==> src/rtl/macro_rom_incr5.sv <==
// -----------------------------------------------------------------------------
// macro_rom_incr5
//   5-bit unsigned increment implemented as a 32-entry lookup ROM. Used to
//   advance the read and write pointers of macro_fifo32_incr. The carry-out
//   marks the 31 -> 0 rollover so the caller can toggle its wrap bit.
//
// Ports
//   d  input  [4:0]  current pointer value
//   q  output [4:0]  d + 1 mod 32
//   c  output        1 only when d == 31 (rollover)
// -----------------------------------------------------------------------------
module macro_rom_incr5 (
    input  logic [4:0] d,
    output logic [4:0] q,
    output logic       c
);

    always_comb begin
        // NOTE: every output of a combinational block gets a default first so
        // that no path through the case can leave it unassigned (no latch).
        q = 5'd0;
        c = 1'b0;
        case (d)
            5'd0:  q = 5'd1;
            5'd1:  q = 5'd2;
            5'd2:  q = 5'd3;
            5'd3:  q = 5'd4;
            5'd4:  q = 5'd5;
            5'd5:  q = 5'd6;
            5'd6:  q = 5'd7;
            5'd7:  q = 5'd8;
            5'd8:  q = 5'd9;
            5'd9:  q = 5'd10;
            5'd10: q = 5'd11;
            5'd11: q = 5'd12;
            5'd12: q = 5'd13;
            5'd13: q = 5'd14;
            5'd14: q = 5'd15;
            5'd15: q = 5'd16;
            5'd16: q = 5'd17;
            5'd17: q = 5'd18;
            5'd18: q = 5'd19;
            5'd19: q = 5'd20;
            5'd20: q = 5'd21;
            5'd21: q = 5'd22;
            5'd22: q = 5'd23;
            5'd23: q = 5'd24;
            5'd24: q = 5'd25;
            5'd25: q = 5'd26;
            5'd26: q = 5'd27;
            5'd27: q = 5'd28;
            5'd28: q = 5'd29;
            5'd29: q = 5'd30;
            5'd30: q = 5'd31;
            5'd31: begin
                q = 5'd0;
                c = 1'b1;
            end
            default: begin
                q = 5'd0;
                c = 1'b0;
            end
        endcase
    end

endmodule

==> src/rtl/macro_fifo32_incr.sv <==
// -----------------------------------------------------------------------------
// macro_fifo32_incr
//   32-entry synchronous FIFO with first-word fall-through output and
//   valid/ready handshakes on both sides. Pointers are {wrap, ptr[4:0]}; the
//   5-bit part advances through macro_rom_incr5 and its carry toggles wrap.
//   Equal pointers with equal wrap bits mean empty, with differing wrap bits
//   mean full.
//
// Ports
//   clk      input                    rising-edge clock
//   resetn   input                    asynchronous active-low reset
//   flush    input                    synchronous flush, empties the FIFO
//   s_valid  input                    write side: data offered
//   s_ready  output                   write side: FIFO can accept (!full)
//   s_data   input  [DATA_WIDTH-1:0]  write side: entry to store
//   m_valid  output                   read side: head entry valid (!empty)
//   m_ready  input                    read side: consumer takes head entry
//   m_data   output [DATA_WIDTH-1:0]  read side: head entry (combinational)
//   count    output [5:0]             occupancy, 0..32
// -----------------------------------------------------------------------------
module macro_fifo32_incr #(
    parameter int DATA_WIDTH = 64
) (
    input  logic                  clk,
    input  logic                  resetn,
    input  logic                  flush,
    input  logic                  s_valid,
    output logic                  s_ready,
    input  logic [DATA_WIDTH-1:0] s_data,
    output logic                  m_valid,
    input  logic                  m_ready,
    output logic [DATA_WIDTH-1:0] m_data,
    output logic [5:0]            count
);

    localparam int DEPTH = 32;
    localparam int PTR_W = 5;

    logic [PTR_W-1:0] wptr_q, wptr_d, wptr_inc;
    logic [PTR_W-1:0] rptr_q, rptr_d, rptr_inc;
    logic             wwrap_q, wwrap_d, wptr_carry;
    logic             rwrap_q, rwrap_d, rptr_carry;
    logic [PTR_W:0]   count_q, count_d;

    logic [DATA_WIDTH-1:0] mem [DEPTH];

    logic empty, full, push, pop;

    macro_rom_incr5 u_wptr_incr (
        .d (wptr_q),
        .q (wptr_inc),
        .c (wptr_carry)
    );

    macro_rom_incr5 u_rptr_incr (
        .d (rptr_q),
        .q (rptr_inc),
        .c (rptr_carry)
    );

    // Handshake flags depend only on registered pointer state.
    assign empty   = (rptr_q == wptr_q) && (rwrap_q == wwrap_q);
    assign full    = (rptr_q == wptr_q) && (rwrap_q != wwrap_q);
    assign s_ready = !full;
    assign m_valid = !empty;
    assign push    = s_valid && s_ready;
    assign pop     = m_valid && m_ready;

    assign m_data = mem[rptr_q];
    assign count  = count_q;

    always_comb begin
        wptr_d  = wptr_q;
        wwrap_d = wwrap_q;
        rptr_d  = rptr_q;
        rwrap_d = rwrap_q;
        count_d = count_q;

        if (flush) begin
            // A flush wins over any handshake in the same cycle.
            wptr_d  = '0;
            wwrap_d = 1'b0;
            rptr_d  = '0;
            rwrap_d = 1'b0;
            count_d = '0;
        end else begin
            if (push) begin
                wptr_d  = wptr_inc;
                wwrap_d = wwrap_q ^ wptr_carry;
            end
            if (pop) begin
                rptr_d  = rptr_inc;
                rwrap_d = rwrap_q ^ rptr_carry;
            end
            case ({push, pop})
                2'b10:   count_d = count_q + 1'b1;
                2'b01:   count_d = count_q - 1'b1;
                default: count_d = count_q;
            endcase
        end
    end

    // NOTE: state registers use non-blocking assignments so every flop samples
    // the pre-edge values regardless of block evaluation order.
    always_ff @(posedge clk or negedge resetn) begin
        if (!resetn) begin
            wptr_q  <= '0;
            wwrap_q <= 1'b0;
            rptr_q  <= '0;
            rwrap_q <= 1'b0;
            count_q <= '0;
        end else begin
            wptr_q  <= wptr_d;
            wwrap_q <= wwrap_d;
            rptr_q  <= rptr_d;
            rwrap_q <= rwrap_d;
            count_q <= count_d;
        end
    end

    // NOTE: the storage array has no reset; contents are only observable once
    // written, and leaving reset off lets it map onto distributed RAM.
    always_ff @(posedge clk) begin
        if (push && !flush) begin
            mem[wptr_q] <= s_data;
        end
    end

endmodule

==> config.mk <==
export PLATFORM = sky130hd
export DESIGN_NAME = macro_fifo32_incr
export DESIGN_NICKNAME = d
export VERILOG_FILES = /design/src/rtl/macro_rom_incr5.sv /design/src/rtl/macro_fifo32_incr.sv
export SDC_FILE = /design/constraint.sdc
export NUM_CORES = 2
export LEC_CHECK = 0
export BUFFER_PORTS_ARGS = -buffer_cell sky130_fd_sc_hd__buf_2
export CAP_MARGIN = 20
export CELL_PAD_IN_SITES_DETAIL_PLACEMENT = 0
export CELL_PAD_IN_SITES_GLOBAL_PLACEMENT = 1
export CORE_ASPECT_RATIO = 0.7
export CORE_MARGIN = 8
export CORE_UTILIZATION = 32
export DETAILED_ROUTE_END_ITERATION = 8
export GPL_TIMING_DRIVEN = 0
export PLACE_DENSITY = 0.6
export RECOVER_POWER = 25
export SYNTH_ARGS = -nofsm -noshare
export SYNTH_HDL_FRONTEND = slang
export SYNTH_SLANG_ARGS = --single-unit
==> constraint.sdc <==
create_clock -name clk -period 4.4 [get_ports clk]
set_input_delay 0.44 -clock clk [delete_from_list [all_inputs] [get_ports clk]]
set_output_delay 0.44 -clock clk [all_outputs]
set_load 0.005 [all_outputs]
# After elaboration in Yosys (flattened, before gate mapping)
# Memories as Yosys holds them, arrays and structs flattened.
# Index checks and enable logic that the tools add are counted.
dict set report totals {
  reg_bits 18
  ramBits 2048
  out_inout_bits 72
  wordCells 106
  mem_count 1
}
dict set report op_classes {
  n_addsub 2
  eq_ne 67
  muxes 16
  bitwise 2
  reduce_logical 13
}
# name depth width rd rd_ports_with_merged_regs wr line_no
set mem_list {}
lappend mem_list {mem 32 64 1 0 1 macro_fifo32_incr.sv:45} ;# logic [DATA_WIDTH-1:0] mem [DEPTH];
# cell count
set op_table {}
lappend op_table {{5-bit one-hot mux with 32 select lines} 2}
lappend op_table {{5-bit == test (second input constant)} 32}
lappend op_table {{5-bit by 4-bit == test with 1-bit output (second input constant)} 16}
lappend op_table {{5-bit by 3-bit == test with 1-bit output (second input constant)} 8}
lappend op_table {{5-bit by 2-bit == test with 1-bit output (second input constant)} 4}
lappend op_table {{5-bit 2-to-1 mux} 4}
lappend op_table {{6-bit one-hot mux with 2 select lines} 1}
lappend op_table {{5-bit by 1-bit == test with 1-bit output (second input constant)} 2}
lappend op_table {{5-bit logical NOT} 2}
lappend op_table {{1-bit 2-to-1 mux} 8}
lappend op_table {{6-bit by 1-bit adder with 6-bit output (second input constant)} 1}
lappend op_table {{6-bit 2-to-1 mux} 1}
lappend op_table {{6-bit by 1-bit subtractor with 6-bit output (second input constant)} 1}
lappend op_table {{5-bit == test} 1}
lappend op_table {{1-bit logical AND} 5}
lappend op_table {{2-bit nonzero test} 2}
lappend op_table {{1-bit logical NOT} 3}
lappend op_table {{3-bit nonzero test} 1}
lappend op_table {{2-bit by 1-bit == test with 1-bit output (second input constant)} 1}
lappend op_table {{2-bit == test (second input constant)} 1}
lappend op_table {{1-bit XOR} 2}
lappend op_table {{1-bit == test} 1}
lappend op_table {{1-bit != test} 1}

# Longest topological paths before layout
dict set report depth {
  depth_word 7
  depth_mapped 13
}

# Cells and area by module
# Synthesis repeated with hierarchy kept, for this count alone.
dict set report hier_totals {
  hier_cells 3075
  hier_area_um2 78698.0
}
# module n_inst cells_each area_each_um2 seq_area_each_um2
set modules_own_cells {}
lappend modules_own_cells {macro_fifo32_incr 1 3057 78572.9 61949.4}
lappend modules_own_cells {macro_rom_incr5 2 9 62.6 0.0}

# Least setup slack after synthesis
# No wires, ideal clock.
dict set report synth_path {
  kind {reg-to-reg}
  startpoint {register rptr_q[0]}
  endpoint {memory mem[25][0], enable pin}
  t_arrival_ns 4.252
  path_slack_ns -0.339
  path_stages_with_launch 9
  n_path_buf 3
  synth_period_minus_slack_ns 4.739
  path_cell_list {dfrtp_1 -> buf_2 -> buf_6 -> xnor2_1 -> nand3_1 -> o211ai_1 -> or2_2 -> clkbuf_1 -> nor2_1}
}
dict set report synth_via {
  elab_chain_len 7
}
# item line_no
set synth_rtl {}
lappend synth_rtl {{start, declared} macro_fifo32_incr.sv:40} ;# logic [PTR_W-1:0] rptr_q, rptr_d, rptr_inc;
lappend synth_rtl {{start signal, assigned} macro_fifo32_incr.sv:115} ;# rptr_q <= rptr_d;
lappend synth_rtl {{5-bit == test} macro_fifo32_incr.sv:63} ;# assign full = (rptr_q == wptr_q) && (rwrap_q != wwrap_q);
lappend synth_rtl {{1-bit logical AND} macro_fifo32_incr.sv:63}
lappend synth_rtl {{1-bit logical NOT} macro_fifo32_incr.sv:64} ;# assign s_ready = !full;
lappend synth_rtl {{1-bit logical AND} macro_fifo32_incr.sv:66} ;# assign push = s_valid && s_ready;
lappend synth_rtl {{1-bit logical AND} macro_fifo32_incr.sv:124} ;# if (push && !flush) begin
lappend synth_rtl {{1-bit 2-to-1 mux} macro_fifo32_incr.sv:124}
lappend synth_rtl {{1-bit 2-to-1 mux (not written as such)} macro_fifo32_incr.sv:125} ;# mem[wptr_q] <= s_data;
lappend synth_rtl {{end, declared} macro_fifo32_incr.sv:45}
# No other way between the ends.

# Worst setup path in the final report
dict set report layout_path {
  startpoint {register rptr_q[1]}
  endpoint {output port m_data[7]}
}
dict set report layout_via {
  elab_chain_len 1
}
# item line_no
set layout_rtl {}
lappend layout_rtl {{memory 32 x 64 bit} -}
lappend layout_rtl {{end, declared} macro_fifo32_incr.sv:32} ;# output logic [DATA_WIDTH-1:0] m_data,
# No other way between the ends.

==> summary.md <==
| Metric | Value |
|---|---|
| Final setup margin | 0.132 ns |
| CTS tree | built |
| Vias in the first global route | 36.4k |
| DRT iter0 DRCs | 5312 |
| Synth area leaders | edfxtp_1 (78%), mux4_2 (18%), mux2_2 (0.93%) |
| GR Overflow Total | 0 |
| Mux share of post-synthesis cell area | 18.9% |
| DP HPWL | 146000 um |
| Max cap viols | 0 |
| WP buf/inv | 5 |
| GP Congestion | 0.699 |
| Main combinational cell family by area after synthesis | multiplexers |
| CTS Buffer Depth | 4 |
| Layout cells sized above 1 | 35.5% |
| CP delay by family, top | buffers and inverters |
| Setup CP Type | flop to output pin |
| Final worst path period share | 97.0% |
| Xor and xnor area share after synthesis | 0.211% |
| CTS Buf Count | 197 |
| #FFs+latches synth | 2066 |
| Least-Margin Pin Slew | 1.35 ns |
| P_leak | 27.6 nW |
| DRC viols | 0 |
| Post-synthesis compound-gate area fraction | 0.479% |
| PortBufs | 139 |
| # clock sinks | 2066 |
| Gr usage total | 16.2% |
| Post-Layout Cell Count | 7011 |
| Clk_skew | 0.0258 ns |
| Crit path cell chain | buf_2 > buf_4 > clkbuf_2 > buf_8 > mux4_2 > mux4_2 > mux2_2 > buf_2 |
| Endpoint type of the worst setup path | output pin |
| Setup-failing EPs final | 0 |
| Power Density | 465 nW/um^2 |
| Die W | 609 um |
| Netlist cell types | 35 |
| Status | finished, final reports clean |
| Yosys Warn Count | 0 |
| Max Fclk | 234 MHz |
| Clock Latency Late Sink | 0.85 ns |
| Critical Path Max Stage Delay | 0.50 ns |
| Die ar. | 263000 um^2 |
| Cell count after placement | 6650 |
| Synthesized area per cell | 25.0 um^2 |
| PnR Total Power | 43.0 mW |
| Slew HR | 9.95% |
| CP arrival | 3.83 ns |
| Routed WL | 219000 um |
| Synth-to-layout area growth | 17.1% |
| Total number of vias | 37.1k |
| Cell row count | 152 |
| Synth Area in Adders | 0.0888% |
| Core ar. | 245000 um^2 |
| Post-route ant nets | 0 |
| Max Slew Vio Count | 0 |
| Setup TNS | 0 ns |
| Simple-gate share of the synthesized area | 0.674% |
| Reg clk slew, reported paths | 0.06 ns |
| First-pass GRT wire length | 302000 um |
| Setup Slack @ Placement | 0.0382 ns |
| First-pass iteration count of the detailed router | 7 |
| Initial Util | 32.2% |
| Fin crit period | 4.27 ns |
| Mapped Nets | 3232 |
| CP max FO | 10 |
| Largest net degree at the start of global routing | 33 |
| Clock Root Buffer | clkbuf_16 |
| Post-Syn Area | 78900 um^2 |
| Peak supply drop | 0.331 mV |
| Initial antenna violation count | 27 |
| Top-area cell type share of the netlist area | 78.0% |
| Hold Path Class | input pin to flop |
| Required time of the critical path | 3.96 ns |
| Fin nets | 3693 |
| Via density | 5.29 |
| Drt wl/cell | 31.2 um |
| Slowest cell on the critical path | mux4_2 |
| Die Span Y | 431 um |
| H-tree levels | 4 |
| IO Pins | 141 |
| Seq/Total Area, Yosys | 78.6% |
| Critical path launch point type | flop |
| Count of mapped cells out of synthesis | 3158 |
| Hold Violations, Final | 0 |
| Synth area leader | edfxtp_1 |
[cell usage after synthesis, drive strengths merged]
master  instances
nor3            5
a21oi          19
mux2           65
nor2           59
a21o            3
inv             1
a211o           1
nand2          38
and3            1
fa              1
clkbuf         75
xnor2          16
o221a           1
edfxtp       2048
buf            93
mux4          618
nand4           1
nand3           7
o21a            2
nor2b          10
dfrtp          18
mux2i          25
o211ai          1
o21ai          27
nor3b           1
or3             3
or2             1
a211oi         10
xor2            3
o21bai          1
ha              4
[worst min-delay path, stage by stage]
cell      delay, ns
buf_2          0.12
o211ai_1       0.15
nand2_1        0.10
a21oi_1        0.06
[flip-flops by register name (all words and copies together), names as in the netlist]
signal and cells:
mem 2048, count 6, rptr_q 5, wptr_q 5, rwrap_q 1, wwrap_q 1
[per-stage QoR]
step | util, % | area, um^2 | hold WS, ns
CTS | 37.7 | 92400 | 0.00374
detailed placement | 35.2 | 86200 | 0.414
finish | 37.7 | 92400 | 0.0877
global placement | 34.1 | 83600 | 0.413
floorplan | - | 78900 | 0.144
global route | 37.7 | 92300 | 0.0791
[power by group]
part           internal [mW]  switching [mW]  total [mW]
combinational           2.35            2.63        4.97
sequential              21.7          0.0302        21.7
clock                   8.92            7.35        16.3
total                   33.0            10.0        43.0
[path summary, 6_finish.rpt]
path | startpoint | to | slack, ns | cells after the start
setup / recovery | rptr_q[1] | m_data[7] | 0.13 | 8
hold / removal | s_valid | wptr_q[1] | 0.09 | 4
setup reg to reg | rptr_q[0] | mem[13][38] | 0.21 | 11
hold reg to reg | count[3] | count[3] | 0.58 | 2
max in group asynchronous | resetn | rptr_q[1] | 3.97 | 2
min in group asynchronous | resetn | count[2] | 0.10 | 2
[kinds of logic after synthesis]
logic type	after synthesis
xor gates and xnor gates	19
buffers and inverters	169
adders and majority gates	5
AOI/OAI and AO/OA	65
DFF	2066
and+or+nand+nor	126
muxes	708
[layout by cell type (no fill, tap or decap), types with 25 or more instances in the layout]
cell type,instances
buf_2,120
clkinv_1,34
buf_4,51
clkbuf_1,116
edfxtp_1,2048
mux4_2,618
mux2i_1,25
nor2_4,32
mux2_2,65
buf_12,93
nor2_1,27
clkbuf_2,35
nand2_1,38
clkinv_2,46
clkbuf_16,200
[layer usage]
layer / global-route usage (%) / wire length (um)
met1: 25.2 / 100000
met4: 2.80 / 3730
met3: 4.13 / 21000
met5: 0 / 0
met2: 23.2 / 93800
[area by class of cell]
type / count / area, um^2
inverter: 1 / 3.75
tap: 3234 / 4050
clock inverter: 108 / 822
fill: 21800 / 153000
clock buffer: 240 / 5150
sequential: 2066 / 61900
timing repair buffer: 262 / 3060
buffer: 168 / 1020
antenna: 9 / 22.5
multi-input combinational: 923 / 16300
[timing repair]
action                                  in CTS  in global routing
hold buffers                                 1                  0
endpoints found under the hold margin       18                  0
gates resized for setup                     91                 18
pin swaps                                    0                  2
endpoints found under the setup margin      64                 68
buffers inserted                             0                  2
No activity file was read; power rests on OpenSTA's default activity.
